--- src/rtl/lfsr_pkg.sv ---
// ============================================================================
// Module      : lfsr_pkg
// Description : Shared constants, state encoding and step rule for the
//               LFSR random-number arbiter.
// Revision    : 1.0 - initial release
// ============================================================================
`default_nettype none

package lfsr_pkg;

  localparam int LFSR_W = 9;
  localparam int TAP_HI = 8;
  localparam int TAP_LO = 3;
  localparam logic [LFSR_W-1:0] LFSR_LOCKUP = 9'h1FF;

  typedef enum logic [1:0] {
    WARMUP  = 2'd0,
    IDLE    = 2'd1,
    ADVANCE = 2'd2
  } arb_state_t;

  // One Fibonacci shift. The XNOR feedback would stay stuck at all-ones
  // forever, so that one state uses plain XOR to fall out of it.
  function automatic logic [LFSR_W-1:0] lfsr_step(input logic [LFSR_W-1:0] q);
    logic fb;
    fb = q[TAP_HI] ^ q[TAP_LO];
    if (q != LFSR_LOCKUP) begin
      fb = ~fb;
    end
    return {q[LFSR_W-2:0], fb};
  endfunction

endpackage

`default_nettype wire

--- src/rtl/lfsr_core.sv ---
// ============================================================================
// Module      : lfsr_core
// Description : 9-bit XNOR Fibonacci LFSR with synchronous load, shift enable
//               and all-ones lockup escape.
//               Optional macro LFSR_FREERUN_EN: shift every cycle, ignoring en.
// Revision    : 1.0 - initial release
// ============================================================================
`default_nettype none

module lfsr_core
  import lfsr_pkg::*;
#(
  parameter logic [LFSR_W-1:0] SEED = 9'h0A5
) (
  input  logic              Clk,
  input  logic              Reset,
  input  logic              en,
  input  logic              load,
  input  logic [LFSR_W-1:0] load_val,
  output logic [LFSR_W-1:0] q
);

  logic shift_en;

`ifdef LFSR_FREERUN_EN
  // Free-running: the shift request is irrelevant, the register always moves.
  assign shift_en = 1'b1 | en;
`else
  assign shift_en = en;
`endif

  // LFSR register: load wins over shifting.
  always_ff @(posedge Clk or posedge Reset) begin
    if (Reset) begin
      q <= SEED;
    end else if (load) begin
      q <= load_val;
    end else if (shift_en) begin
      q <= lfsr_step(q);
    end
  end

endmodule

`default_nettype wire

--- src/rtl/lfsr_rand_arbiter.sv ---
// ============================================================================
// Module      : lfsr_rand_arbiter
// Description : Shares one LFSR between NUM_REQ requesters. Warm-up after
//               reset/seed, round-robin grant of one value per request, then
//               STEP decorrelation shifts before the next grant.
//               Optional macro LFSR_FREERUN_EN (handled in lfsr_core): LFSR
//               also shifts while idle; grant timing is unchanged.
// Revision    : 1.0 - initial release
// ============================================================================
`default_nettype none

module lfsr_rand_arbiter
  import lfsr_pkg::*;
#(
  parameter int                 NUM_REQ       = 4,
  parameter int                 LFSR_W        = 9,
  parameter logic [LFSR_W-1:0]  SEED          = 9'h0A5,
  parameter int                 WARMUP_CYCLES = 16,
  parameter int                 STEP          = 2
) (
  input  logic               Clk,
  input  logic               Reset,
  input  logic               seed_load,
  input  logic [LFSR_W-1:0]  seed_val,
  input  logic [NUM_REQ-1:0] req,
  output logic [NUM_REQ-1:0] rand_valid,
  output logic [LFSR_W-1:0]  rand_data,
  output logic               busy
);

  localparam int PTR_W   = (NUM_REQ > 1) ? $clog2(NUM_REQ) : 1;
  localparam int CNT_MAX = (WARMUP_CYCLES > STEP) ? WARMUP_CYCLES : STEP;
  localparam int CNT_W   = $clog2(CNT_MAX + 1);

  localparam logic [CNT_W-1:0] LAST_WARM = CNT_W'(WARMUP_CYCLES - 1);
  localparam logic [CNT_W-1:0] LAST_STEP = CNT_W'(STEP - 1);
  localparam logic [PTR_W-1:0] LAST_REQ  = PTR_W'(NUM_REQ - 1);

  arb_state_t         state, state_nxt;
  logic [CNT_W-1:0]   cnt, cnt_nxt;
  logic [PTR_W-1:0]   rr_ptr, rr_ptr_nxt;
  logic [NUM_REQ-1:0] rand_valid_nxt;
  logic [LFSR_W-1:0]  rand_data_nxt;
  logic               lfsr_en;
  logic               lfsr_load;
  logic [LFSR_W-1:0]  lfsr_q;
  logic               win_found;
  logic [PTR_W-1:0]   win_idx;

  // First set request at or above ptr, wrapping. Scanning from the far end
  // lets the nearest hit overwrite the others.
  function automatic logic [PTR_W:0] pick_winner(input logic [NUM_REQ-1:0] r,
                                                 input logic [PTR_W-1:0]   p);
    logic [PTR_W:0] res;
    int             j;
    res = '0;
    for (int i = NUM_REQ - 1; i >= 0; i--) begin
      j = int'(p) + i;
      if (j >= NUM_REQ) begin
        j = j - NUM_REQ;
      end
      if (r[j]) begin
        res = {1'b1, PTR_W'(j)};
      end
    end
    return res;
  endfunction

  assign {win_found, win_idx} = pick_winner(req, rr_ptr);
  assign busy = (state != IDLE);

  lfsr_core #(
    .SEED (SEED)
  ) u_lfsr (
    .Clk      (Clk),
    .Reset    (Reset),
    .en       (lfsr_en),
    .load     (lfsr_load),
    .load_val (seed_val),
    .q        (lfsr_q)
  );

  // Sequencer state and registered grant outputs.
  always_ff @(posedge Clk or posedge Reset) begin
    if (Reset) begin
      state      <= WARMUP;
      cnt        <= '0;
      rr_ptr     <= '0;
      rand_valid <= '0;
      rand_data  <= '0;
    end else begin
      state      <= state_nxt;
      cnt        <= cnt_nxt;
      rr_ptr     <= rr_ptr_nxt;
      rand_valid <= rand_valid_nxt;
      rand_data  <= rand_data_nxt;
    end
  end

  // Next-state, LFSR control and grant decision; a seed load aborts anything.
  always_comb begin
    state_nxt      = state;
    cnt_nxt        = cnt;
    rr_ptr_nxt     = rr_ptr;
    rand_valid_nxt = '0;
    rand_data_nxt  = rand_data;
    lfsr_en        = 1'b0;
    lfsr_load      = 1'b0;
    if (seed_load) begin
      lfsr_load = 1'b1;
      state_nxt = WARMUP;
      cnt_nxt   = '0;
    end else begin
      case (state)
        WARMUP: begin
          lfsr_en = 1'b1;
          if (cnt == LAST_WARM) begin
            state_nxt = IDLE;
            cnt_nxt   = '0;
          end else begin
            cnt_nxt = cnt + 1'b1;
          end
        end
        IDLE: begin
          if (win_found) begin
            rand_data_nxt  = lfsr_q;
            rand_valid_nxt = NUM_REQ'(1) << win_idx;
            rr_ptr_nxt     = (win_idx == LAST_REQ) ? '0 : win_idx + 1'b1;
            state_nxt      = ADVANCE;
            cnt_nxt        = '0;
          end
        end
        ADVANCE: begin
          lfsr_en = 1'b1;
          if (cnt == LAST_STEP) begin
            state_nxt = IDLE;
            cnt_nxt   = '0;
          end else begin
            cnt_nxt = cnt + 1'b1;
          end
        end
        default: begin
          state_nxt = WARMUP;
          cnt_nxt   = '0;
        end
      endcase
    end
  end

endmodule

`default_nettype wire

--- config.mk ---
export PLATFORM = sky130hd
export DESIGN_NAME = lfsr_rand_arbiter
export DESIGN_NICKNAME = d
export VERILOG_FILES = /design/src/rtl/lfsr_pkg.sv /design/src/rtl/lfsr_core.sv /design/src/rtl/lfsr_rand_arbiter.sv
export SDC_FILE = /design/constraint.sdc
export NUM_CORES = 1
export LEC_CHECK = 0
export CORE_ASPECT_RATIO = 1.5
export CORE_UTILIZATION = 51
export CTS_CLUSTER_DIAMETER = 80
export DETAILED_ROUTE_END_ITERATION = 8
export MAX_ROUTING_LAYER = met4
export PLACE_DENSITY = 0.79
export SYNTH_ARGS = -nofsm -noshare
export SYNTH_HDL_FRONTEND = slang
export SYNTH_SLANG_ARGS = --single-unit
--- constraint.sdc ---
create_clock -name Clk -period 2.4 [get_ports Clk]
set_clock_uncertainty 0.2 [all_clocks]
set_input_delay 0.24 -clock Clk [delete_from_list [all_inputs] [get_ports Clk]]
set_output_delay 0.24 -clock Clk [all_outputs]
set_load 0.05 [all_outputs]
==> flow_summary.json, run 1 <==
{
  "status": "complete, no violations",
  "critPathArrivalTime_ns": 2.02,
  "syn-cell-area_um2": 1556,
  "cts-buffers-inserted": 5,
  "synth_area_per_cell_um2": 11.20,
  "cp_max_fo": 5,
  "cap_violations": 0,
  "final_common_cell": "clkdlybuf4s50_1",
  "clock_sinks": 31,
  "wire_per_inst_um": 13.87,
  "ir_drop_v": 0.0008215,
  "worst_pin_slew_ns": 0.5146,
  "root_buffer": "clkbuf_8",
  "grt_pass1_vias": 1173,
  "critPathTopFamily": "compound AO/OA/AOI/OAI gates",
  "crit_top_cell": "ha_1",
  "ys_seq_area_share_pct": 50.16,
  "io_pins": 30,
  "hold_violations": 0,
  "hp-class": "in -> async",
  "start_kind": "register",
  "post_cts_buffers": 0,
  "cts_tree": "done",
  "powerDensity_nw_per_um2": 949.3,
  "cp_slowest_cell": "dfrtp_1",
  "wirelength_um": 2981,
  "clk_path_buf_depth": 2,
  "final_util_pct": 68.08,
  "drc": 0,
  "htreeDepth": 2,
  "fin_crit_ns": 2.027,
  "clock.fmax_mhz": 493.3,
  "place_hpwl_um": 2197,
  "overflow": 0,
  "timing.rr.start": "cnt[0]",
  "synthCells": 139,
  "final_nets": 199,
  "syn-num-nets": 163,
  "ys_seq_elements": 31,
  "antenna_found_initial": 0,
  "grt.total_usage_pct": 21.61,
  "period_share_pct": 84.46,
  "synth.top_cell.area_share_pct": 43.41,
  "grt_pass1_wl_um": 4961,
  "criticalPathCategory": "reg -> reg",
  "vias_per_cell": 5.284,
  "p_leak_nw": 0.8790,
  "worstPathBufferInverterCount": 1,
  "die_w_um": 47.11,
  "synth_warnings": 0,
  "yosysTopAreaCell": "dfrtp_1",
  "cts-resized-gates": 0,
  "rows": 24,
  "final_cells": 215,
  "max_stage_delay_ns": 0.42,
  "clk_pin_slew_ns": 0.06,
  "place_inst": 207,
  "holdBufCountCts": 0,
  "crit_path_cell_trace": "ha_1 -> nand3_1 -> inv_1 -> ha_1 -> or3_1 -> a21o_2 -> o21ai_0",
  "io_buffer_count": 29,
  "setup_tns_ns": 0,
  "insertion_delay_ns": 0.28,
  "synth_cell_types": 36,
  "grt_setup_unrepaired": "no",
  "start_util_pct": 53.44,
  "drt_pass1_iterations": 4,
  "drive_above_1_share_pct": 16.48,
  "drtIter0Drc": 15,
  "num_antenna_cells": 0,
  "reg2reg_slack_ns": 0.37,
  "dieArea_um2": 3281,
  "critPathCaptureType": "register",
  "layout_common_cells": "28 x clkdlybuf4s50_1, 27 x dfrtp_1, 15 x nand2_1, 13 x o21ai_0, 10 x mux2i_1",
  "setup_violations": 0,
  "via_count": 1136,
  "finalMaxSlewViolations": 0,
  "grt_start_max_net_pins": 32,
  "die_h_um": 69.66,
  "area_delta_synth_final_pct": 27.41,
  "synthTopCellsByArea": "dfrtp_1 43%, dfstp_2 6.8%, ha_1 6.4%",
  "crit_required_ns": 2.39,
  "fp.coreArea_um2": 2913,
  "gp_congestion": 0.8100,
  "relSlewSlack_pct": 65.59,
  "reg2reg_depth": 7,
  "r2r_end": "cnt[0]",
  "ant_nets": 0
}
[cell type report]
cell class | instances | area, um2
Fill cell | 247 | 929.6
Sequential cell | 31 | 780.7
Multi-Input combinational cell | 95 | 716.9
Timing Repair Buffer | 34 | 325.3
Clock buffer | 7 | 76.32
Tap cell | 39 | 48.80
Inverter | 8 | 30.03
Clock inverter | 1 | 5.005
[state kept, by name, summed over array words and instances, names as in the netlist]
signal / cells
rand_data: 9
u_lfsr.q: 9
cnt: 5
rand_valid: 4
rr_ptr: 2
state: 2
[report_power, final]
group	internal [mW]	switching, mW
sequential	0.649	0.0919
combinational	0.312	0.443
clock	0.203	0.184
[kinds of logic after synthesis]
family | share of synthesized area, %
simple gates | 14.39
buf+inv | 3.778
fa+ha+maj | 6.431
mux | 14.39
compound gates | 10.29
xor+xnor | 0.5628
flops | 50.16
[worst reg2reg max path, delay by kind of cell, from the launching register on]
kind,cells,cell delay [ns]
AOI/OAI and AO/OA,2,0.43
DFF,1,0.42
and+or+nand+nor,2,0.42
adders and majority gates,2,0.41
buffers and inverters,1,0.06
[how the worst max path moves through the flow]
stage | startpoint | endpoint | slack, ns | depth (start not counted)
2_1_floorplan | state[1] | rand_data[0] | 0.38 | 4
3_3_place_gp | req[0] | rr_ptr[1] | 0.27 | 6
3_5_place_dp | req[0] | rr_ptr[1] | 0.20 | 6
4_1_cts | cnt[0] | cnt[0] | 0.35 | 7
5_1_grt | cnt[0] | cnt[0] | 0.25 | 7
6_report | cnt[0] | cnt[0] | 0.37 | 7
[per-layer routing]
metal  vias to the layer above  wire [um]  part of all wire [%]  global-route usage [%]
met5                         -          0                     0                       -
met4                         0         59                   2.0                   9.524
met1                       553       1207                    40                   23.36
li1                        552          -                     -                       -
met2                        24       1635                    55                   36.42
met3                         7         79                   2.7                   3.906
[metrics by stage]
stage               hold slack (ns)  area [um2]  total power [mW]  setup WS (ns)
global route                 0.2102        1983             1.970         0.2501
finish                       0.1422        1983             1.883         0.3729
floorplan                    0.1395        1556             1.245         0.3790
global placement             0.2947        1902             1.482         0.2731
CTS                          0.1517        1983             1.902         0.3482
detailed placement           0.2979        1902             1.510         0.2033
[synthesized netlist by cell type]
master,count
dfrtp_1,27
nand2_1,15
o21ai_0,13
mux2i_1,10
ha_1,8
inv_1,8
mux2_2,7
a21oi_1,5
and2_1,5
nor2_1,5
dfstp_2,4
mux2_4,3
buf_2,2
clkbuf_1,2
nand2b_1,2
nand3_1,2
o21bai_1,2
a21o_1,1
a21o_2,1
a2bb2oi_1,1
a31oi_1,1
and4_1,1
buf_6,1
nand3b_1,1
nand4_1,1
nor2b_1,1
nor3_1,1
nor3_4,1
nor3b_1,1
nor4_4,1
o21a_1,1
o22a_1,1
o31ai_1,1
or3_1,1
or4b_1,1
xor2_1,1
Note: power is estimated with default switching activity, not from simulation.
==> run 2, diff against run 1 <==
- CORE_UTILIZATION: 51 -> 46
- PLACE_DENSITY: 0.79 -> 0.75
- clock period: 2.4 -> 1.6 ns (I/O delays scaled with it)
==> run 2 against run 1 <==
- the run now ends with setup timing left
- utilization increased by 6.3 points
- highest routed layer unchanged
- cell area increased by 20%
- routed wire length increased by 20%
- total power increased by 82%
- fmax increased by 6.5%
- first-iteration DRC count increased by 27%
==> flow_summary.json, run 2 (synthesized netlist as in run 1, its figures left out) <==
{
  "period_share_pct": 119.0,
  "die_h_um": 73.25,
  "criticalPathCategory": "reg -> reg",
  "clk_pin_slew_ns": 0.06,
  "final_util_pct": 74.35,
  "grt_pass1_vias": 1247,
  "setup.worst_path.end": "state[0]",
  "critPathTopFamily": "flip-flops",
  "start_kind": "register",
  "ir_drop_v": 0.0009509,
  "status": "complete, but fails checks",
  "grt_pass1_wl_um": 6037,
  "cp_max_fo": 5,
  "timing.rr.start": "cnt[1]",
  "wirelength_um": 3586,
  "fp.coreArea_um2": 3191,
  "cts-buffers-inserted": 5,
  "gp_congestion": 0.8169,
  "grt_setup_unrepaired": "yes",
  "crit_path_cell_trace": "ha_2 -> nand3_2 -> inv_2 -> ha_2 -> or3_1 -> a21o_2 -> a21o_1",
  "critPathCaptureType": "register",
  "max_stage_delay_ns": 0.42,
  "drt_pass1_iterations": 4,
  "hp-class": "in -> async",
  "cts_tree": "done",
  "setup_violations": 12,
  "whs_ns": 0.007153,
  "clk_path_buf_depth": 2,
  "fin_crit_ns": 1.904,
  "reg2reg_slack_ns": -0.30,
  "start_util_pct": 48.78,
  "reg2reg_depth": 7,
  "cp_slowest_cell": "dfrtp_1",
  "critPathArrivalTime_ns": 1.88,
  "antenna_found_initial": 0,
  "io_buffer_count": 29,
  "hold_violations": 0,
  "rows": 25,
  "top_regs": "rand_data: 9 flops, u_lfsr.q: 9 flops, cnt: 5 flops",
  "cp.depth": 7,
  "grt.total_usage_pct": 23.62,
  "drtIter0Drc": 19,
  "vias_per_cell": 5.226,
  "insertion_delay_ns": 0.28,
  "htreeDepth": 2,
  "clock_sinks": 31,
  "crit_top_cell": "ha_2",
  "finalMaxSlewViolations": 0,
  "dieArea_um2": 3625,
  "drive_above_1_share_pct": 40.51,
  "final_nets": 218,
  "r2r_end": "state[0]",
  "powerDensity_nw_per_um2": 1442,
  "final_common_cell": "dfrtp_1",
  "fillCellCount": 223,
  "setup_slack_ns": -0.3036,
  "crit_required_ns": 1.57,
  "worst_pin_slew_ns": 0.3157,
  "area_delta_synth_final_pct": 52.41,
  "finalPower_mw": 3.421,
  "wire_per_inst_um": 15.26,
  "io_pins": 30,
  "critical_path.startpoint": "cnt[1]",
  "multi_input_area_um2": 818.3,
  "via_count": 1228,
  "seq_area_um2": 782.0,
  "root_buffer": "clkbuf_8",
  "worstPathBufferInverterCount": 1,
  "num_antenna_cells": 0,
  "violations": "setup timing",
  "layout_common_cells": "26 x dfrtp_1, 22 x buf_4, 15 x nand2_1, 13 x buf_12, 12 x clkdlybuf4s50_1",
  "grt_start_max_net_pins": 32,
  "clock.fmax_mhz": 525.3,
  "overflow": 0,
  "cap_violations": 0,
  "ant_nets": 0,
  "holdBufCountCts": 0,
  "p_leak_nw": 1.060,
  "relSlewSlack_pct": 78.79,
  "place_hpwl_um": 2441,
  "drc": 0,
  "die_w_um": 49.50
}
==> run 2: changes by cell type in the layout (fill, tap and decap cells not counted), moves of 4 or more <==
cell,previous run,this run
buf_12,0,13
ha_1,8,2
buf_4,6,22
clkdlybuf4s50_1,28,12
ha_4,0,4
==> run 2: where the power goes <==
group	internal [mW]	switching, mW	total (mW)
logic	0.867	0.782	1.65
clock network	0.305	0.287	0.591
registers	0.976	0.205	1.18
total	2.15	1.27	3.42
==> run 2: stage by stage <==
stage / TNS, ns / area (um2) / setup slack [ns] / std cells
floorplan: -1.985 / 1583 / -0.1980 / 139
global placement: -8.950 / 2167 / -0.5331 / 224
detailed placement: -9.913 / 2167 / -0.5832 / 224
CTS: -1.939 / 2354 / -0.3053 / 235
global route: -2.973 / 2372 / -0.3458 / 235
finish: -2.251 / 2372 / -0.3036 / 235
==> run 2: routing by layer <==
layer  GRT usage (%)  wire, um  vias to the layer above
met1           26.58      1524                      612
met4           11.75       102                        0
met5               -         0                        -
met3           5.417        93                        9
met2           39.27      1866                       20
li1                -         -                      587
==> run 2: how the worst min path moves through the flow <==
stage | slack, ns | to
global route | 0.04 | rand_valid[3]
finish | 0.007 | rand_valid[2]
floorplan | 0.06 | cnt[0]
detailed placement | 0.32 | rand_valid[2]
CTS | 0.01 | rand_valid[3]
global placement | 0.31 | rand_valid[0]
==> run 2: cell type report <==
cell class              instances  area share, %
repair buffers                 53          25.53
clock inverters                 1         0.2110
well taps                      40          2.110
inverters                       8          1.477
clock buffers                   7          3.217
multi-input cells              95          34.49
flip-flops and latches         31          32.96
==> run 2: worst register-to-register path: cells and delay by family, from the launching register on <==
kind	cells	cell delay, ns
DFF	1	0.42
and+or+nand+nor	2	0.39
adders and majority gates	2	0.36
buffers and inverters	1	0.03
AOI/OAI and AO/OA	2	0.39
==> run 2: what timing repair did <==
| item | CTS | global route |
|---|---|---|
| cloned | 0 | 0 |
| endpoints found under the setup margin | 22 | 11 |
| hold endpoints to repair | 0 | 0 |
| setup buffers | 3 | 0 |
| pin swaps | 12 | 3 |
| gates resized for setup | 23 | 3 |
==> run 3, diff against run 2 <==
- TNS_END_PERCENT: not set -> 20
==> run 3 against run 2 <==
- the flow still finishes with violations (setup timing)
- cell area grew 0.32%
- register-to-register slack lost 0.04 ns
- critical path depth is the same
- first-iteration DRC count grew 74%
- setup slack lost 0.036 ns
- count of clock-buffer cells in the layout shrank 1
==> flow_summary.json, run 3 (synthesized netlist as in run 1, its figures left out) <==
{
  "clock.fmax_mhz": 515.7,
  "grt.total_usage_pct": 23.58,
  "multi_input_area_um2": 799.5,
  "ant_nets": 0,
  "p_sw_mw": 1.237,
  "htreeDepth": 2,
  "cap_violations": 0,
  "start_kind": "register",
  "root_buffer": "clkbuf_8",
  "rows": 25,
  "dp_slack_ns": -0.5439,
  "num_antenna_cells": 0,
  "fillCellCount": 225,
  "crit_required_ns": 1.57,
  "max_stage_delay_ns": 0.41,
  "setup_tns_ns": -4.390,
  "status": "complete, but fails checks",
  "seq_area_um2": 780.7,
  "finalMaxSlewViolations": 0,
  "power.internal_mw": 2.313,
  "worst_pin_slew_ns": 0.6880,
  "holdBufCountCts": 0,
  "pwr-share-clk_pct": 22.6,
  "final_cells": 238,
  "insertion_delay_ns": 0.29,
  "drt_pass1_iterations": 4,
  "fp.coreArea_um2": 3191,
  "overflow": 0,
  "cts-buffers-inserted": 5,
  "finalPower_mw": 3.551,
  "fin_crit_ns": 1.939,
  "via_count": 1258,
  "cts_tree": "done",
  "clk_pin_slew_ns": 0.07,
  "setup_slack_ns": -0.3393,
  "wire_per_inst_um": 15.53,
  "grt_pass1_wl_um": 6044,
  "hp-class": "in -> async",
  "critPathCaptureType": "register",
  "final_common_cell": "buf_4",
  "io_buffer_count": 29,
  "p_seq_share_pct": 32.9,
  "start_util_pct": 48.78,
  "cp_slowest_cell": "dfrtp_1",
  "area_delta_synth_final_pct": 52.89,
  "crit_path_cell_trace": "ha_2 -> nand3_2 -> inv_2 -> ha_4 -> or3_4 -> a21o_4 -> a21o_1",
  "final_nets": 221,
  "cp_max_fo": 5,
  "setup_violations": 22,
  "layout_common_cells": "29 x buf_4, 27 x dfrtp_1, 15 x nand2_1, 12 x clkdlybuf4s50_1, 11 x buf_12",
  "drc": 0,
  "violations": "setup timing",
  "gp_congestion": 0.7514,
  "grt_setup_unrepaired": "yes",
  "io_pins": 30,
  "drtIter0Drc": 33,
  "critPathArrivalTime_ns": 1.91,
  "wirelength_um": 3696,
  "criticalPathCategory": "reg -> reg",
  "swShare_pct": 34.85,
  "die_w_um": 49.50,
  "place_hpwl_um": 2516,
  "combPwrFrac_pct": 44.4,
  "period_share_pct": 121.2,
  "vias_per_cell": 5.286,
  "hold_violations": 0,
  "clk_path_buf_depth": 2,
  "dieArea_um2": 3625,
  "top_regs": "rand_data: 9 flops, u_lfsr.q: 9 flops, cnt: 5 flops",
  "powerDensity_nw_per_um2": 1492,
  "ir_drop_v": 0.001020,
  "place_inst": 225,
  "die_h_um": 73.25,
  "antenna_found_initial": 0,
  "grt_start_max_net_pins": 32,
  "drive_above_1_share_pct": 40.40,
  "relSlewSlack_pct": 53.99,
  "final_util_pct": 74.59,
  "p_leak_nw": 1.098,
  "grt_pass1_vias": 1305,
  "clock_sinks": 31
}
run 3: changes by cell type in the layout (fill, tap and decap cells not counted), moves of 2 or more:
| cell | delta |
|---|---|
| buf_6 | -2 |
| o21ai_2 | +2 |
| o21ai_0 | -3 |
| ha_1 | +3 |
| clkbuf_1 | -2 |
| buf_4 | +7 |
| a21oi_2 | -2 |
| a21oi_1 | +2 |
| ha_4 | -2 |
| buf_12 | -2 |
run 3: per-stage QoR:
stage,instance area [um2],hold WS (ns)
finish,2380,0.005696
global route,2380,0.04426
CTS,2336,0.01113
detailed placement,2160,0.3149
global placement,2160,0.3097
floorplan,1580,0.05952
run 3: layout make-up:
cell class / count / area share, %
sequential: 31 / 32.81
multi-input combinational: 95 / 33.60
clock buffer: 6 / 3.470
inverter: 8 / 1.367
clock inverter: 2 / 1.472
timing repair buffer: 56 / 25.18
tap: 40 / 2.103
run 3: repair_timing:
item | in CTS | in global routing
setup buffers | 4 | 1
pin swaps | 5 | 5
endpoints found under the setup margin | 22 | 22
resized for setup | 11 | 12
run 3: final timing paths:
check                            start       endpoint  slack, ns  cells past startpoint
max                             cnt[1]       state[0]      -0.34                      7
min                              Reset  rand_valid[2]      0.006                      3
max reg2reg                     cnt[1]       state[0]      -0.34                      7
min reg2reg                u_lfsr.q[6]   rand_data[6]       0.38                      1
max in group asynchronous        Reset    u_lfsr.q[7]       0.96                      3
min in group Clk           seed_val[0]    u_lfsr.q[0]       0.19                      3
run 3: layer usage:
metal  GRT usage, %  vias to the layer above  part of all wire, %
li1               -                      594                    -
met1          25.37                      621                   38
met2          40.94                       32                   56
met3          5.625                       11                  3.4
met4          10.48                        0                  2.6
met5              -                        -                    0
run 3: power groups by stage:
stage	clock, mW	combinational (mW)	sequential (mW)
after CTS	0.808	1.55	1.17
final	0.804	1.58	1.17
after global routing	0.846	1.65	1.19
after global placement	0	1.47	1.17
after floorplan	0	0.405	1.48
after detailed placement	0	1.51	1.18
run 3: worst max-delay path: cells and delay by family (launching register included):
family	cells	cell delay [ns]
AOI/OAI and AO/OA	2	0.43
adders and majority gates	2	0.33
buffers and inverters	1	0.05
DFF	1	0.41
and+or+nand+nor	2	0.41
